==> src/rtl/sum_pkg.sv <==
// Shared definitions for the digit-serial adder/subtractor: FSM encoding and mode constants.
package sum_pkg;

  typedef enum logic [1:0] {
    StIdle = 2'd0,
    StRun  = 2'd1,
    StDone = 2'd2
  } state_e;

  localparam logic MODE_ADD = 1'b0;
  localparam logic MODE_SUB = 1'b1;

endpackage

==> src/rtl/sum_digit.sv <==
// DIGIT-bit combinational adder slice with carry out and carry into its top bit.
module sum_digit #(
  parameter int unsigned DIGIT = 4
) (
  input  logic [DIGIT-1:0] x,
  input  logic [DIGIT-1:0] y,
  input  logic             ci,
  output logic [DIGIT-1:0] z,
  output logic             co,
  output logic             c_msb
);

  logic [DIGIT:0] sum;

  assign sum   = {1'b0, x} + {1'b0, y} + (DIGIT + 1)'(ci);
  assign z     = sum[DIGIT-1:0];
  assign co    = sum[DIGIT];
  // Sum bit = x ^ y ^ carry-in, so the carry into the top bit falls out directly.
  assign c_msb = z[DIGIT-1] ^ x[DIGIT-1] ^ y[DIGIT-1];

endmodule

==> src/rtl/sum_nb_serial.sv <==
// Digit-serial add/subtract: processes DIGIT bits per cycle, WIDTH/DIGIT cycles per operation.
module sum_nb_serial
  import sum_pkg::*;
#(
  parameter int unsigned WIDTH = 16,
  parameter int unsigned DIGIT = 4
) (
  input  logic             clk,
  input  logic             rst_n,
  input  logic             start,
  input  logic             mode,
  input  logic [WIDTH-1:0] xi,
  input  logic [WIDTH-1:0] yi,
  output logic             busy,
  output logic             done,
  output logic [WIDTH-1:0] zi,
  output logic             co,
  output logic             ov
);

  localparam int unsigned Steps = WIDTH / DIGIT;
  localparam int unsigned CntW  = (Steps > 1) ? $clog2(Steps) : 1;

  state_e           state_q;
  logic [CntW-1:0]  cnt_q;
  logic             carry_q;
  logic [WIDTH-1:0] x_q, y_q, acc_q;
  logic             busy_q, done_q, co_q, ov_q;
  logic [WIDTH-1:0] zi_q;

  logic [DIGIT-1:0] dig_z;
  logic             dig_co, dig_cmsb;
  logic [WIDTH-1:0] acc_next;
  logic             last;

  sum_digit #(
    .DIGIT(DIGIT)
  ) u_digit (
    .x    (x_q[DIGIT-1:0]),
    .y    (y_q[DIGIT-1:0]),
    .ci   (carry_q),
    .z    (dig_z),
    .co   (dig_co),
    .c_msb(dig_cmsb)
  );

  // Operands shift right one digit per step; result digits enter from the top.
  always_comb begin
    acc_next = (acc_q >> DIGIT) | (WIDTH'(dig_z) << (WIDTH - DIGIT));
    last     = (cnt_q == CntW'(Steps - 1));
  end

  always_ff @(posedge clk or negedge rst_n) begin
    if (!rst_n) begin
      state_q <= StIdle;
      cnt_q   <= '0;
      carry_q <= 1'b0;
      x_q     <= '0;
      y_q     <= '0;
      acc_q   <= '0;
      busy_q  <= 1'b0;
      done_q  <= 1'b0;
      zi_q    <= '0;
      co_q    <= 1'b0;
      ov_q    <= 1'b0;
    end else begin
      unique case (state_q)
        StIdle: begin
          if (start) begin
            x_q     <= xi;
            y_q     <= (mode == MODE_SUB) ? ~yi : yi;
            carry_q <= mode;
            cnt_q   <= '0;
            busy_q  <= 1'b1;
            state_q <= StRun;
          end
        end
        StRun: begin
          x_q     <= x_q >> DIGIT;
          y_q     <= y_q >> DIGIT;
          acc_q   <= acc_next;
          carry_q <= dig_co;
          cnt_q   <= cnt_q + CntW'(1);
          if (last) begin
            zi_q    <= acc_next;
            co_q    <= dig_co;
            ov_q    <= dig_co ^ dig_cmsb;
            busy_q  <= 1'b0;
            done_q  <= 1'b1;
            state_q <= StDone;
          end
        end
        StDone: begin
          done_q  <= 1'b0;
          state_q <= StIdle;
        end
        default: state_q <= StIdle;
      endcase
    end
  end

  assign busy = busy_q;
  assign done = done_q;
  assign zi   = zi_q;
  assign co   = co_q;
  assign ov   = ov_q;

endmodule
==> config.mk <==
export PLATFORM = sky130hd
export DESIGN_NAME = sum_nb_serial
export DESIGN_NICKNAME = d
export VERILOG_FILES = /design/src/rtl/sum_pkg.sv /design/src/rtl/sum_digit.sv /design/src/rtl/sum_nb_serial.sv
export SDC_FILE = /design/constraint.sdc
export NUM_CORES = 1
export LEC_CHECK = 0
export CORE_MARGIN = 2
export CORE_UTILIZATION = 57
export DETAILED_ROUTE_END_ITERATION = 6
export GPL_TIMING_DRIVEN = 0
export PLACE_DENSITY = 0.85
export SYNTH_ARGS = -nofsm -noshare
export SYNTH_HDL_FRONTEND = slang
export SYNTH_HIERARCHICAL = 1
export SYNTH_SLANG_ARGS = --single-unit
==> constraint.sdc <==
create_clock -name clk -period 4.2 [get_ports clk]
set_input_delay 0.84 -clock clk [delete_from_list [all_inputs] [get_ports clk]]
set_output_delay 0.84 -clock clk [all_outputs]
set_load 0.02 [all_outputs]
# Yosys cells after proc, flatten, opt, wreduce, memory -nomap -nowiden
# Cells that the tools add are included.
totals:
  reg_bits: 73
  latchBits: 0
  ramBits: 0
  romBits: 0
  output_inout_bits: 20
  wordCells: 49
  memories: 0
classes:
  add_sub_neg: 3
  n_mul: 0
  div_mod_pow: 0
  magnitude_cmp: 0
  eq_ne: 5
  shift: 0
  muxes: 17
  n_bitwise: 5
  reduce_logical: 8
op_table:
  columns: ["operator", "n"]
  rows:
  - ["$pmux W16 S2", 2]
  - ["$mux W16", 3]
  - ["$not A16 Y16", 1]
  - ["$or A12 B16 Y16", 1]
  - ["$pmux W2 S2", 2]
  - ["$reduce_and A2 Y1", 4]
  - ["$mux W2", 3]
  - ["$pmux W1 S2", 3]
  - ["$add A4 B4 Y5", 1]
  - ["$add A5 B1 Y5", 1]
  - ["$eq A2 B2 Y1 const B", 2]
  - ["$mux W1", 4]
  - ["$ne A2 B2 Y1 const B", 2]
  - ["$reduce_bool A2 Y1", 2]
  - ["$reduce_and A3 Y1", 1]
  - ["$xor A1 B1 Y1", 3]
  - ["$add A2 B1 Y2 const B", 1]
  - ["$eq A2 B1 Y1 const B", 1]
  - ["$logic_not A2 Y1", 1]

# Logic depth before layout (Yosys ltp)
# Gate-level depths: netlist of the first run.
depth:
  depth_word: 5
  mapped_depth: 8

# By module
# The synthesis of the first run kept the hierarchy.
by_module_without_submodules:
  columns: ["module", "instances", "cells_per_inst", "area_per_inst_um2"]
  rows:
  - ["sum_nb_serial", 1, 285, 3213.1]
  - ["sum_digit", 1, 19, 177.7]

# Worst setup path before layout of the first run
# OpenSTA, ideal clock, no wires.
synth_timing:
  path_type: "input port to flip-flop"
  start: "input mode"
  end: "register y_q[3]"
  arrival_time_ps: 1655
  t_required_ps: 4074
  setup_slack_ps: 2419
  path_stages: 4
  n_path_buf: 2
  path_cell_list: "buf_2 > buf_4 > xor2_1 > a221o_1"
synth_between:
  elab_chain_len: 3
synth_rtl:
  columns: ["element", "line_no", "source"]
  rows:
  - ["start, declared", "sum_nb_serial.sv:11", "input logic mode,"]
  - ["$mux W16", "sum_nb_serial.sv:71", "y_q <= (mode == MODE_SUB) ? ~yi : yi;"]
  - ["$mux W16", "sum_nb_serial.sv:69", "if (start) begin"]
  - ["$pmux W16 S2", "sum_nb_serial.sv:67", "unique case (state_q)"]
  - ["end signal, assigned", "sum_nb_serial.sv:71", null]
  - ["end signal, assigned", "sum_nb_serial.sv:80", "y_q <= y_q >> DIGIT;"]
  - ["end, declared", "sum_nb_serial.sv:27", "logic [WIDTH-1:0] x_q, y_q, acc_q;"]
# Every way passes these cells. The select of a mux whose other input is x is not followed.
# A chain may end at the register's enable or synchronous reset.

# Worst setup path in the final report of the first run
layout_timing:
  start: "register busy_q, in the netlist busy"
  end: "output busy"
layout_lines:
  columns: ["element", "line_no", "source"]
  rows:
  - ["start, declared", "sum_nb_serial.sv:28", "logic busy_q, done_q, co_q, ov_q;"]
  - ["start signal, assigned", "sum_nb_serial.sv:61", "busy_q <= 1'b0;"]
  - ["start signal, assigned", "sum_nb_serial.sv:74", "busy_q <= 1'b1;"]
  - ["start signal, assigned", "sum_nb_serial.sv:88", "busy_q <= 1'b0;"]
  - ["end, declared", "sum_nb_serial.sv:14", "output logic busy,"]
# No word-level cell between the ends.

==> results by group, run 1 <==
Status
  – Status: complete, no violations

Route
  – Drt drc: 0
  – WL final: between 7000 and 8000 µm
  – Drt pass-1 iters: 5
  – Vias/cell: approximately 5.6
  – Highest Signal Layer: met4
  – Detailed router's first-iteration violation count: roughly 180
  – Metal2 WL: 3770 µm
  – DR WL met3: ~380 µm
  – Final ANT Viol Nets: 0
  – Routed WL per cell: 16.4 µm
  – Vias: 2,530
  – Wl on met1: 3070 µm

Synth
  – Mapped cell area: ~0.0034 mm²
  – Main combinational cell family by area after synthesis: compound AO/OA/AOI/OAI gates
  – Post-Synth Adder-Cell Area: 0.0303
  – Synth Area per Inst: 11.2 µm²
  – Area contributors post-synth: dfrtp_1 (51%), mux2_2 (9.3%), o21ai_0 (4.9%)
  – Top cell type's share of synthesized area: 0.509
  – Syn Nets: 347
  – Synth warnings: 6
  – Simple-Gate Fraction of Synth Area: 0.0779
  – Ys flop type: dfrtp_1
  – Post-synth top area cell: dfrtp_1
  – Synth Area in XOR/XNOR: 0.0568
  – Mux cell area share after synthesis: 0.0993
  – Synth unique cells: 30
  – Flops & latches, synth: 69
  – Synth cell count leaders: dfrtp_1 (69), o21ai_0 (33), mux2_2 (28)
  – Synth Area in Compound Gates: 0.174
  – Seq/Total Area, Yosys: 0.509
  – Async SR Flop Fraction: 1.00
  – Syn Inst Count: around 300
  – Count leader, synth: dfrtp_1
  – Post-synth EDFFs: 0

STA
  – Worst slew pin tran: 0.851 ns
  – Slew Viols, Final: 0
  – RSZ-0062 raised after global routing: false
  – Final setup violation count: 0
  – Max Clock Skew: 0.0104 ns
  – Final hold vios: 0
  – Slew HR: 0.433
  – Setup TNS: 0 ns
  – Fin Hold WS: 0.480 ns
  – Peak Freq: 0.463 GHz
  – Tcrit/Tclk final: 0.514
  – Tmin final: 2.16 ns

Job
  – Max cap viols: 0

Cells and area
  – Area of the multi-input gates: 0.00149 mm²
  – Share of cells above drive strength 1: 0.176
  – Final cell count without fillers: 449
  – Nets@finish: 412
  – Design area: around 0.0042 mm²
  – Diode count: 0
  – Final core occ: 0.721
  – Register area: around 0.0017 mm²
  – Fill count: 414
  – Synth-to-Final Area Change: 24.5%

Floorplanning
  – Die Width: 81.1 µm
  – # rows: 28
  – Initial Util: 0.580
  – IO Count: 56
  – Core area: 0.00585 mm²
  – Die area: 0.00658 mm²
  – Chip height: 81.1 µm

Power
  – Seq pwr share: 0.378
  – P_leak: 0.00180 µW
  – P per Cell Area: between 700 and 800 mW/mm²
  – Switching power: 1120 µW
  – Combinational share of power: 0.449
  – Clk pwr share: 0.173
  – Net Sw Frac: 0.368
  – Internal: 1930 µW
  – Peak supply drop: 0.000340 V

Clock network
  – CTS tree: built
  – CTS H-Tree Depth: 3
  – PostCTS Resize Cnt: 0
  – Num CTS Buffers: 9
  – CTS Sinks: 69
  – Max Root-Sink Buffers: 2
  – CTS clk-pin slew, worst paths: around 0.07 ns
  – Root buffer cell: clkbuf_8
  – Skew-Pair Late Insertion Delay: ~0.33 ns
  – Setup bufs post-CTS: 0
  – Post-CTS Hold Fix Bufs: 0

Setup path
  – CP Data Required Time: approximately 3.4 ns
  – Crit Path Max Fanout: 3
  – Critical path type: flop to output pin
  – CP Cell Sequence: clkdlybuf4s50_1
  – Max stage delay on crit path: roughly 0.62 ns
  – Startpoint types: flop
  – Crit end category: output pin
  – Slowest-stage cell, CP: clkdlybuf4s50_1
  – CP top delay family: buffers and inverters
  – Critical Path AT: 1.32 ns
  – Crit path buffers/inverters: 1

GRT
  – All-Layer GR Usage: 0.249
  – Number of global-route vias before repair: 2,596
  – Largest net degree at the start of global routing: 70
  – First-pass GRT wire length: 12,300 µm
  – Antenna violations before repair: 0
  – GR Overflow Total: 0

Placement
  – Detailed Place HPWL: 5060 µm
  – Dpl cell area: roughly 0.0040 mm²
  – Routability cong.: 0.820
  – # placed instances: 433
  – IO Port Bufs: 54

Worst hold path
  – Tightest Hold Check Type: flop to flop
## cells by family after synthesis
group	Yosys count
AO/OA/AOI/OAI	90
flip-flops	69
AND/OR/NAND/NOR	50
buffers and inverters	36
multiplexers	30
XOR/XNOR	22
adder cells (fa/ha/maj)	7
## cells in the final DEF, fill, tap and decap left out, types with 6 or more instances in the layout
cell type        instances
clkbuf_8                13
xnor2_1                 14
inv_1                   13
nand2_1                 17
nor2b_1                 25
clkbuf_1                 7
o32ai_1                  6
clkdlybuf4s50_1         53
buf_2                   11
dfrtp_1                 69
a21oi_1                 21
xor2_1                   8
mux2_2                  28
a22oi_1                 15
o21ai_0                 33
## power groups by stage
stage / Combinational (µW) / Sequential [µW] / Clock [µW]
global placement: 1310 / 1140 / 0
CTS: 1380 / 1150 / 532
finish: 1370 / 1150 / 527
floorplan: 844 / 1210 / 0
detailed placement: 1360 / 1160 / 0
global route: 1510 / 1190 / 565
## per-stage QoR
stage	setup slack, ns	total power (µW)
floorplan	2.42	2060
global placement	0.0344	2450
detailed placement	1.75	2520
CTS	2.02	3060
global route	1.97	3260
finish	2.04	3050
## metal layers
metal,vias up,GRT usage
met5,-,0
met4,0,0.114
met3,12,0.0367
met2,86,0.421
met1,1238,0.317
li1,1194,-
## worst register-to-register path, stage by stage (launching register included)
cell and delay [ns]:
dfrtp_1 0.43, fa_1 0.46, inv_1 0.08, fa_1 0.21, nor2b_1 0.06, o21ai_0 0.14
nand2b_1 0.13, a22oi_1 0.18, o21ai_0 0.11
## state kept, by name, summed over array words and instances (netlist names)
signal	count
x_q	16
y_q	16
zi	16
acc_q	12
cnt_q	2
state_q	2
busy	1
carry_q	1
co	1
done	1
ov	1
## layout make-up
class	count	share of cell area
clock buffer	14	0.0433
buffer	23	0.0308
tap	75	0.0222
timing repair buffer	54	0.127
multi-input combinational	199	0.352
inverter	13	0.0116
sequential	69	0.409
clock inverter	2	0.00356
## path summary, 6_finish.rpt
path	startpoint	endpoint	slack, ns	depth (start not counted)
setup / recovery	busy	busy	2.04	1
max in group asynchronous	rst_n	y_q[14]	3.03	1
hold / removal	ov	ov	0.48	2
min in group asynchronous	rst_n	zi[1]	0.61	1
hold reg to reg	ov	ov	0.48	2
setup reg to reg	y_q[0]	carry_q	2.27	8
No activity file was read; power rests on OpenSTA's default activity.
==> run 2, diff against run 1 <==
- CORE_UTILIZATION: 57 -> 53
- PLACE_DENSITY: 0.85 -> 0.79
- clock period: 4.2 -> 2.2 ns (I/O delays scaled with it)
==> results by group, run 2 (synthesized netlist as in run 1, its figures left out) <==
Route
  – Drt pass-1 iters: 4
  – Highest Signal Layer: met4
  – Wl on met1: 3210 µm
  – Detailed router's first-iteration violation count: approximately 130
  – DR WL met3: 383 µm
  – Vias: 2,542
  – Metal2 WL: 3570 µm
  – Routed WL per cell: roughly 16 µm
  – Vias/cell: 5.64
  – Final ANT Viol Nets: 0
  – WL final: 7270 µm
  – Drt drc: 0

Status
  – Status: complete, no violations

Power
  – Total power: 5860 µW
  – Peak supply drop: just under 0.0008 V
  – P_leak: 0.00181 µW
  – P per Cell Area: 1380 mW/mm²

Placement
  – Placement Setup Slack: approximately 0.18 ns
  – Dpl cell area: just over 0.004 mm²
  – IO Port Bufs: between 50 and 60
  – Detailed Place HPWL: 4980 µm
  – # placed instances: 435
  – Routability cong.: 0.777

Cells and area
  – Design area: 0.00424 mm²
  – Final cell count without fillers: 451
  – Synth-to-Final Area Change: 24.9%
  – Diode count: 0
  – Commonest non-fill, non-tap cell in the layout: dfrtp_1
  – Nets@finish: 412
  – Share of cells above drive strength 1: 0.179
  – Commonest non-fill, non-tap cells in the layout: dfrtp_1 (69), clkdlybuf4s50_1 (53), o21ai_0 (33), mux2_2 (28), nor2b_1 (25)

Clock network
  – Setup bufs post-CTS: 0
  – Max Root-Sink Buffers: 2
  – CTS Sinks: between 60 and 70
  – CTS tree: built
  – Skew-Pair Late Insertion Delay: ~0.35 ns
  – PostCTS Resize Cnt: 0
  – CTS H-Tree Depth: 3
  – Root buffer cell: clkbuf_8
  – CTS clk-pin slew, worst paths: 0.08 ns
  – Num CTS Buffers: 9
  – Post-CTS Hold Fix Bufs: 0

STA
  – Final hold vios: 0
  – Final setup margin: approximately 0.20 ns
  – Tcrit/Tclk final: 0.909
  – Max Clock Skew: 0.0102 ns
  – Final setup violation count: 0
  – RSZ-0062 raised after global routing: false
  – Slew HR: 0.433
  – Worst slew pin tran: 0.851 ns
  – Slew Viols, Final: 0
  – Peak Freq: 0.500 GHz
  – Tmin final: 2.00 ns

Setup path
  – CP Cell Sequence: fa_1 > inv_1 > fa_1 > nor2b_1 > o21ai_0 > nand2b_1 > a22oi_1 > o21ai_0
  – CP Data Required Time: 2.40 ns
  – Slowest-stage cell, CP: fa_1
  – CP top delay family: adder cells
  – Crit path buffers/inverters: 1
  – Critical Path AT: about 2.2 ns
  – Critical path type: flop to flop
  – Max stage delay on crit path: about 0.46 ns
  – Crit end category: flop
  – Crit Path Max Fanout: 3
  – Startpoint types: flop

GRT
  – GR Overflow Total: 0
  – Antenna violations before repair: 0
  – Number of global-route vias before repair: 2,627
  – Largest net degree at the start of global routing: 70
  – All-Layer GR Usage: 0.229
  – First-pass GRT wire length: 12,800 µm

Floorplanning
  – Die area: 0.00705 mm²
  – Initial Util: 0.540
  – Chip height: ~84 µm
  – # rows: 29
  – Die Width: between 80 and 90 µm
  – IO Count: 56
  – Core area: 0.00628 mm²

Worst hold path
  – Tightest Hold Check Type: primary input to async pin

Job
  – Max cap viols: 0
==> run 2: cell type report <==
class / instances / area, µm²
timing repair buffer: 54 / 538
multi-input combinational: 199 / 1490
tap: 77 / 96.3
sequential: 69 / 1730
buffer: 23 / 130
inverter: 13 / 48.8
clock buffer: 11 / 151
clock inverter: 5 / 58.8
fill: 494 / 2040
==> run 2: metal layers <==
| metal | vias up | GRT usage |
|---|---|---|
| met3 | 13 | 0.0603 |
| met5 | - | 0 |
| met4 | 0 | 0.0821 |
| met2 | 80 | 0.361 |
| met1 | 1247 | 0.308 |
| li1 | 1202 | - |
==> run 2: final timing paths <==
kind                       slack (ns)  startpoint  cells after the start       end
setup / recovery                 0.20      y_q[0]                      8   carry_q
hold / removal                   0.21       rst_n                      1     zi[4]
setup reg to reg                 0.20      y_q[0]                      8   carry_q
hold reg to reg                  0.49          ov                      2        ov
max in group asynchronous        1.45       rst_n                      1  cnt_q[0]
min in group clk                 0.49          ov                      2        ov
==> run 2: power breakdown <==
group	internal (µW)	switching [µW]
logic	1310	1280
registers	1820	371
clock network	585	490
==> run 2: stage by stage <==
step                      setup TNS (ns)  hold slack, ns  utilization
after floorplan                        0           0.144            -
after global placement           -108.21           0.472        0.642
after detailed placement               0           0.479        0.641
after CTS                              0           0.228        0.675
after global routing                   0           0.264        0.675
final                                  0           0.208        0.675
==> run 3, diff against run 2 <==
- CTS_BUF_LIST: not set -> sky130_fd_sc_hd__clkbuf_16
==> results by group, run 3 (synthesized netlist as in run 1, its figures left out) <==
Status
  – Status: complete, no violations

Clock network
  – Post-CTS Hold Fix Bufs: 0
  – CTS H-Tree Depth: 3
  – Num CTS Buffers: 9
  – PostCTS Resize Cnt: 0
  – CTS Sinks: 69
  – Setup bufs post-CTS: 0
  – CTS tree: built
  – Skew-Pair Late Insertion Delay: between 0.3 and 0.4 ns
  – Max Root-Sink Buffers: 2
  – CTS clk-pin slew, worst paths: roughly 0.060 ns
  – Root buffer cell: clkbuf_16

Floorplanning
  – Core area: 0.00628 mm²
  – IO Count: 56
  – Die area: 0.00705 mm²
  – Initial Util: 0.540
  – Die Width: 84.0 µm
  – # rows: 29
  – Chip height: 84.0 µm

Route
  – Detailed router's first-iteration violation count: 116
  – Vias/cell: between 5 and 6
  – Final ANT Viol Nets: 0
  – Routed WL per cell: 15.9 µm
  – Vias: 2,543
  – Drt drc: 0
  – Drt pass-1 iters: 4
  – WL final: 7180 µm

GRT
  – Top Usage Layer GRT: met2
  – GR Util met3: 0.0564
  – Number of global-route vias before repair: ~2,600
  – First-pass GRT wire length: 12,600 µm
  – GR Util met2: 0.364
  – GR Overflow Total: 0
  – Largest net degree at the start of global routing: 70
  – M1 GR Usage: 0.301
  – All-Layer GR Usage: 0.228
  – Antenna violations before repair: 0

Cells and area
  – Final cell count without fillers: 451
  – Share of cells above drive strength 1: 0.174
  – Commonest non-fill, non-tap cells in the layout: dfrtp_1 (69), clkdlybuf4s50_1 (53), o21ai_0 (33), mux2_2 (28), nor2b_1 (25)
  – Synth-to-Final Area Change: 27.3%
  – Commonest non-fill, non-tap cell in the layout: dfrtp_1
  – Design area: 0.00432 mm²
  – Final core occ: 0.688
  – Diode count: 0
  – Nets@finish: just over 400

Power
  – Total power: 6180 µW
  – Peak supply drop: 0.000842 V
  – P_leak: ~0.0018 µW
  – P per Cell Area: 1430 mW/mm²

Job
  – Max cap viols: 0

Setup path
  – Crit end category: flop
  – Critical Path AT: 2.17 ns
  – Startpoint types: flop
  – Cells on worst reg2reg path: 8
  – Critical path type: flop to flop
  – CP Data Required Time: 2.38 ns
  – Crit Path Max Fanout: 3

Placement
  – Detailed Place HPWL: 4980 µm
  – Dpl cell area: between 0.004 and 0.005 mm²
  – Routability cong.: 0.777
  – IO Port Bufs: 54
  – # placed instances: 435

STA
  – Peak Freq: 0.502 GHz
  – Final hold vios: 0
  – Fin Hold WS: 0.223 ns
  – RSZ-0062 raised after global routing: false
  – Tmin final: approximately 2 ns
  – Max Clock Skew: 0.00606 ns
  – Slew Viols, Final: 0
  – Slew HR: 0.435
  – Tcrit/Tclk final: 0.906
  – Worst slew pin tran: between 0.8 and 0.9 ns
  – Final setup violation count: 0

Worst hold path
  – Tightest Hold Check Type: primary input to async pin
-- run 3: path summary, 6_finish.rpt --
check / startpoint / endpoint / slack [ns]
max in group asynchronous: rst_n / co / 1.43
min in group clk: ov / ov / 0.49
worst min register to register: ov / ov / 0.49
worst max-delay path: y_q[0] / carry_q / 0.21
worst min-delay path: rst_n / y_q[0] / 0.22
worst max register to register: y_q[0] / carry_q / 0.21
-- run 3: layer usage --
layer / routed length (µm) / share of wire
met5: 0 / 0
met4: 147 / 0.020
met3: 289 / 0.040
met2: 3590 / 0.50
met1: 3150 / 0.44
-- run 3: cell type report --
cell class	instances	area, µm²
inverter	13	48.8
timing repair buffer	54	538
multi-input combinational	199	1490
sequential	69	1730
buffer	23	130
fill	486	1960
clock inverter	7	66.3
tap	77	96.3
clock buffer	9	225
-- run 3: worst max-delay path, stage by stage (launching register included) --
cell	delay, ns
dfrtp_1	0.43
fa_1	0.46
inv_1	0.08
fa_1	0.20
nor2b_1	0.05
o21ai_0	0.17
nand2b_1	0.16
a22oi_1	0.18
o21ai_0	0.11
-- run 3: stage by stage --
stage          setup TNS, ns  setup WS (ns)
6_report                   0          0.207
5_1_grt                    0         0.0944
4_1_cts                    0          0.219
3_5_place_dp               0          0.180
3_3_place_gp         -108.21          -1.57
2_1_floorplan              0          0.464
-- run 3: power breakdown --
part,total (µW),switching (µW),internal [µW]
logic,2600,1280,1310
clock network,1390,524,868
registers,2200,369,1830
total,6180,2180,4010
